`src/rtl/pipe_hazard_ctrl_pkg.sv`:
```
// Shared pipeline control definitions: memory-wait FSM encoding and defaults.
package pipe_hazard_ctrl_pkg;

  typedef enum logic [1:0] {
    MS_IDLE = 2'd0,
    MS_WAIT = 2'd1,
    MS_DONE = 2'd2
  } mem_state_e;

  localparam int DEF_MEM_TIMEOUT = 64;
  localparam int WAIT_CNT_W      = 8;
  localparam int STALL_CNT_W     = 16;

endpackage

```
`src/rtl/pipe_hazard_ctrl_mem_wait_fsm.sv`:
```
// Data-memory wait tracker: freezes the pipe until ack or timeout, flags timeouts stickily.
module pipe_hazard_ctrl_mem_wait_fsm
  import pipe_hazard_ctrl_pkg::*;
#(
  parameter int MEM_TIMEOUT = DEF_MEM_TIMEOUT
) (
  input  logic clk_i,
  input  logic rst_i,
  input  logic mem_req_i,
  input  logic mem_ack_i,
  output logic mem_stall_o,
  output logic err_o
);

  localparam logic [WAIT_CNT_W-1:0] TMO_LAST = WAIT_CNT_W'(MEM_TIMEOUT - 1);

  mem_state_e              state_q, state_d;
  logic [WAIT_CNT_W-1:0]   cnt_q, cnt_d;
  logic                    set_err;

  always_ff @(posedge clk_i) begin
    if (!rst_i) begin
      state_q <= MS_IDLE;
      cnt_q   <= '0;
      err_o   <= 1'b0;
    end else begin
      state_q <= state_d;
      cnt_q   <= cnt_d;
      err_o   <= err_o | set_err;
    end
  end

  always_comb begin
    state_d     = state_q;
    cnt_d       = cnt_q;
    set_err     = 1'b0;
    mem_stall_o = 1'b0;
    case (state_q)
      MS_IDLE: if (mem_req_i) begin
        state_d     = MS_WAIT;
        cnt_d       = '0;
        mem_stall_o = 1'b1;
      end
      MS_WAIT: begin
        // ack wins over timeout when both land on the same cycle
        if (mem_ack_i) begin
          state_d = MS_DONE;
        end else if (cnt_q == TMO_LAST) begin
          state_d = MS_DONE;
          set_err = 1'b1;
        end else begin
          mem_stall_o = 1'b1;
          cnt_d       = cnt_q + 1'b1;
        end
      end
      MS_DONE: state_d = MS_IDLE;
      default: state_d = MS_IDLE;
    endcase
  end

endmodule

```
`src/rtl/pipe_hazard_ctrl.sv`:
```
// Pipeline hazard control: load-use stall, branch flush, memory-wait freeze, stall counter.
module pipe_hazard_ctrl #(
  parameter int MEM_TIMEOUT = pipe_hazard_ctrl_pkg::DEF_MEM_TIMEOUT,
  parameter int REG_W       = 5
) (
  input  logic             clk_i,
  input  logic             rst_i,
  input  logic             IDEX_MemRead_i,
  input  logic [REG_W-1:0] IDEX_Rd_i,
  input  logic [REG_W-1:0] IFID_Rs1_i,
  input  logic [REG_W-1:0] IFID_Rs2_i,
  input  logic             Branch_i,
  input  logic             mem_req_i,
  input  logic             mem_ack_i,
  output logic             PCWrite_o,
  output logic             Stall_o,
  output logic             MemStall_o,
  output logic             Flush_o,
  output logic             Bubble_o,
  output logic             err_o,
  output logic [15:0]      stall_cnt_o
);
  import pipe_hazard_ctrl_pkg::*;

  logic hazard;

  pipe_hazard_ctrl_mem_wait_fsm #(
    .MEM_TIMEOUT (MEM_TIMEOUT)
  ) u_mem_wait_fsm (
    .clk_i       (clk_i),
    .rst_i       (rst_i),
    .mem_req_i   (mem_req_i),
    .mem_ack_i   (mem_ack_i),
    .mem_stall_o (MemStall_o),
    .err_o       (err_o)
  );

  assign hazard = IDEX_MemRead_i && (IDEX_Rd_i != '0) &&
                  ((IDEX_Rd_i == IFID_Rs1_i) || (IDEX_Rd_i == IFID_Rs2_i));

  // Memory freeze dominates; a stalled branch is re-evaluated once the load retires.
  assign Stall_o   = hazard & ~MemStall_o;
  assign Bubble_o  = Stall_o;
  assign Flush_o   = Branch_i & ~hazard & ~MemStall_o;
  assign PCWrite_o = ~(Stall_o | MemStall_o);

  always_ff @(posedge clk_i) begin
    if (!rst_i)
      stall_cnt_o <= '0;
    else if ((Stall_o || MemStall_o) && (stall_cnt_o != {STALL_CNT_W{1'b1}}))
      stall_cnt_o <= stall_cnt_o + 16'd1;
  end

endmodule

```
`config.mk`:
```
export PLATFORM = sky130hd
export DESIGN_NAME = pipe_hazard_ctrl
export DESIGN_NICKNAME = d
export VERILOG_FILES = /design/src/rtl/pipe_hazard_ctrl_pkg.sv /design/src/rtl/pipe_hazard_ctrl_mem_wait_fsm.sv /design/src/rtl/pipe_hazard_ctrl.sv
export SDC_FILE = /design/constraint.sdc
export NUM_CORES = 1
export LEC_CHECK = 0
export ABC_CLOCK_PERIOD_IN_PS = 1750
export BUFFER_PORTS_ARGS = -buffer_cell sky130_fd_sc_hd__buf_2
export CAP_MARGIN = 20
export CELL_PAD_IN_SITES_DETAIL_PLACEMENT = 1
export CELL_PAD_IN_SITES_GLOBAL_PLACEMENT = 1
export CORE_AREA = 3 3 70 72
export CTS_BUF_LIST = sky130_fd_sc_hd__clkbuf_4 sky130_fd_sc_hd__clkbuf_8
export CTS_CLUSTER_DIAMETER = 80
export DETAILED_ROUTE_END_ITERATION = 12
export DIE_AREA = 0 0 73 75
export GPL_TIMING_DRIVEN = 0
export PLACE_DENSITY_LB_ADDON = 0.05
export SETUP_SLACK_MARGIN = 0.15
export SLEW_MARGIN = 20
export SYNTH_ARGS = -nofsm -noshare
export SYNTH_HDL_FRONTEND = slang
export SYNTH_SLANG_ARGS = --single-unit
```
`constraint.sdc`:
```
create_clock -name clk_i -period 1.75 [get_ports clk_i]
set_input_delay 0.175 -clock clk_i [delete_from_list [all_inputs] [get_ports clk_i]]
set_output_delay 0.175 -clock clk_i [all_outputs]
set_load 0.02 [all_outputs]
```
==> flow_metrics.env <==
export IMPL_vdd_drop_max_uv=494.0
export IMPL_startpoint="u_mem_wait_fsm.cnt_q[5]"
export IMPL_p_int_w=0.0009812
export IMPL_layout_commonest_cell="buf_2"
export IMPL_n_fill_cell=494
export IMPL_clock_sinks=27
export IMPL_async_flop_share=0
export IMPL_syn_area_um2=1565
export IMPL_hp_class="in2reg"
export IMPL_grt_pass1_vias=1654
export IMPL_io_pins=43
export IMPL_p_seq_frac=0.443
export IMPL_antenna_cells=0
export IMPL_grt_pass1_wl_mm=8.169
export IMPL_finalSetupViolCount=23
export IMPL_place_gp_congestion=0.7114
export IMPL_min_from="mem_ack_i"
export IMPL_finClkSkew_ns=0.007204
export IMPL_syn_nets=202
export IMPL_holdBufCountCts=0
export IMPL_rows=24
export IMPL_max_cap_violations=0
export IMPL_arrival_ns=1.85
export IMPL_place_ws_ns=-0.2091
export IMPL_crit_reg2reg_launch="u_mem_wait_fsm.state_q[0]"
export IMPL_synthTopCellsByArea="dfxtp_1, xnor2_1, nand2_1"
export IMPL_h_tree_depth=1
export IMPL_fin_crit_sh=1.158
export IMPL_io_buffers=41
export IMPL_grt_max_degree=17
export IMPL_yosys_area_top_type="dfxtp_1"
export IMPL_syn_to_final_growth_pct=62.59
export IMPL_drt_total_wl_mm=5.306
export IMPL_drt_iter0_markers=69
export IMPL_overflow=0
export IMPL_track_usage=0.1884
export IMPL_placed_area_um2=1981
export IMPL_routed_via_density=5.355
export IMPL_worst_slew_margin_rel=0.4257
export IMPL_p_per_area_nw_per_um2=550.0
export IMPL_max_freq_ghz=0.4937
export IMPL_drc=0
export IMPL_multiInputGateArea_um2=1205
export IMPL_cts_tree="built"
export IMPL_yosys_warnings=0
export IMPL_yosysTopAreaCellShare=0.3453
export IMPL_num_vias=1660
export IMPL_final_cell_mix="buf_2, buf_4, dfxtp_4"
export IMPL_path_max_fanout=3
export IMPL_hold_viol=0
export IMPL_start_kind="flip-flop"
export IMPL_seq_area_um2=609.3
export IMPL_clk_pin_slew_ns=0.10
export IMPL_die_h_um=75
export IMPL_tightest_slew_ns=0.8563
export IMPL_status="complete, but fails checks"
export IMPL_crit_type="reg2out"
export IMPL_core_area_um2=4354
export IMPL_syn_mean_instance_area_um2=8.744
export IMPL_clk_insertion_delay_late_ns=0.28
export IMPL_power_leakage_nw=1.047
export IMPL_power_frac_comb=0.286
export IMPL_failed_checks="setup timing"
export IMPL_synthCells=179
export IMPL_rsz0062_at_grt="true"
export IMPL_design_area_um2=2545
export IMPL_ys_seq_area_frac=0.3453
export IMPL_antenna_found_initial=0
export IMPL_synth_seq_cells=27
export IMPL_first_pass_iters=6
export IMPL_critPathRequiredTime_ns=1.57
export IMPL_switching_share=0.2990
export IMPL_synthFlopType="dfxtp_1"
export IMPL_dp_hpwl_mm=3.311
export IMPL_drive_gt1_frac=0.5930
export IMPL_synth_cell_types=46
export IMPL_clkPwrFrac=0.271
export IMPL_wl_per_cell_um=17.12
export IMPL_cp_end_kind="primary output"
export IMPL_cts_path_max_buffers=2
export IMPL_die_area_um2=5475
export IMPL_fin_crit_ns=2.026
export IMPL_detail_route_antenna_nets=0
export IMPL_dieWidth_um=73
export IMPL_cts_root_buf="clkbuf_8"
export IMPL_final_nets=282
export IMPL_numCtsBuffers=3
export IMPL_start_util=0.3595
export IMPL_layout_setup_ws_ns=-0.2757
export IMPL_slew_viol_final=0
export IMPL_switchingPower_w=0.0004185
export IMPL_synth_edf_count=0
==> state kept, by name, indices dropped and copies added, names as in the netlist <==
signal / cells
u_mem_wait_fsm.err_o: 1
u_mem_wait_fsm.state_q: 2
stall_cnt_o: 16
u_mem_wait_fsm.cnt_q: 8
==> critical path, stage by stage, from the launching register on <==
cell and delay (ns):
dfxtp_4 0.38, nand4_4 0.13, o41ai_4 0.36, nand2_2 0.16, buf_6 0.15, buf_8 0.11
nor2_4 0.08, buf_6 0.10, buf_6 0.10
==> metal layers <==
layer	part of all wire	GRT usage
met5	0	0
met4	0.0085	0.03484
met3	0.043	0.02270
met2	0.53	0.3505
met1	0.42	0.2336
==> cell families (layout without fill, tap and decap cells) <==
group / after synthesis / count (layout) / share of synthesized area
AO/OA/AOI/OAI: 35 / 35 / 0.1791
buffers and inverters: 12 / 91 / 0.03916
XOR/XNOR: 18 / 18 / 0.1007
flip-flops: 27 / 27 / 0.3453
AND/OR/NAND/NOR: 81 / 81 / 0.2942
multiplexers: 4 / 4 / 0.02558
adder cells (fa/ha/maj): 2 / 2 / 0.01598
==> layout make-up <==
cell class,count,share of cell area
sequential,27,0.2394
buffer,7,0.02360
clock inverter,1,0.002950
multi-input combinational,140,0.4735
inverter,5,0.008358
timing repair buffer,75,0.2104
clock buffer,3,0.01622
tap,52,0.02557
==> cells in the mapped netlist, types with 2 or more instances <==
master / instances
buf_4: 2
or3_1: 4
o211a_1: 2
xor2_1: 6
nor4_1: 2
and3_1: 3
xnor2_1: 12
nand3_1: 13
nand2_1: 18
and2_1: 4
dfxtp_1: 27
clkbuf_1: 3
a21oi_2: 2
nor2_1: 10
a21boi_1: 4
o21ai_0: 6
nand4_2: 2
nand4_1: 7
inv_1: 5
a21oi_1: 5
a21boi_0: 3
nand2b_1: 5
mux2i_1: 4
o31ai_1: 3
a211oi_1: 2
ha_1: 2
nor2b_1: 3
or4_1: 2
==> through the flow <==
stage	utilization	hold slack, ns	instances	power, W	setup TNS [ns]
6_report	0.5845	0.1872	310	0.001400	-3.552
5_1_grt	0.5845	0.1623	310	0.001479	-6.670
4_1_cts	0.5511	0.1860	300	0.001367	-2.461
3_5_place_dp	0.4549	0.4557	272	0.0008815	-0.9590
3_3_place_gp	0.4549	0.4448	272	0.0008723	-0.5118
2_1_floorplan	-	0.3314	179	0.0008006	0
==> power groups by stage <==
stage	clock (W)	combinational, W	sequential, W
3_5_place_dp	0	0.000229	0.000652
3_3_place_gp	0	0.000221	0.000651
4_1_cts	0.000385	0.000359	0.000624
2_1_floorplan	0	0.000142	0.000659
6_report	0.000380	0.000400	0.000620
5_1_grt	0.000426	0.000430	0.000622
==> path summary, 6_finish.rpt <==
check | endpoint | slack [ns] | cells after the start
max | Stall_o | -0.28 | 8
min | u_mem_wait_fsm.state_q[1] | 0.19 | 2
max reg2reg | stall_cnt_o[14] | -0.22 | 8
min reg2reg | u_mem_wait_fsm.err_o | 0.49 | 2
==> what timing repair did <==
| item | 4_1_cts | 5_1_grt |
|---|---|---|
| cloned | 1 | 0 |
| buffers inserted | 23 | 10 |
| pin swaps | 31 | 16 |
| gates resized for setup | 55 | 19 |
| endpoints found under the setup margin | 26 | 30 |
Power figures use the tool's default switching activity.
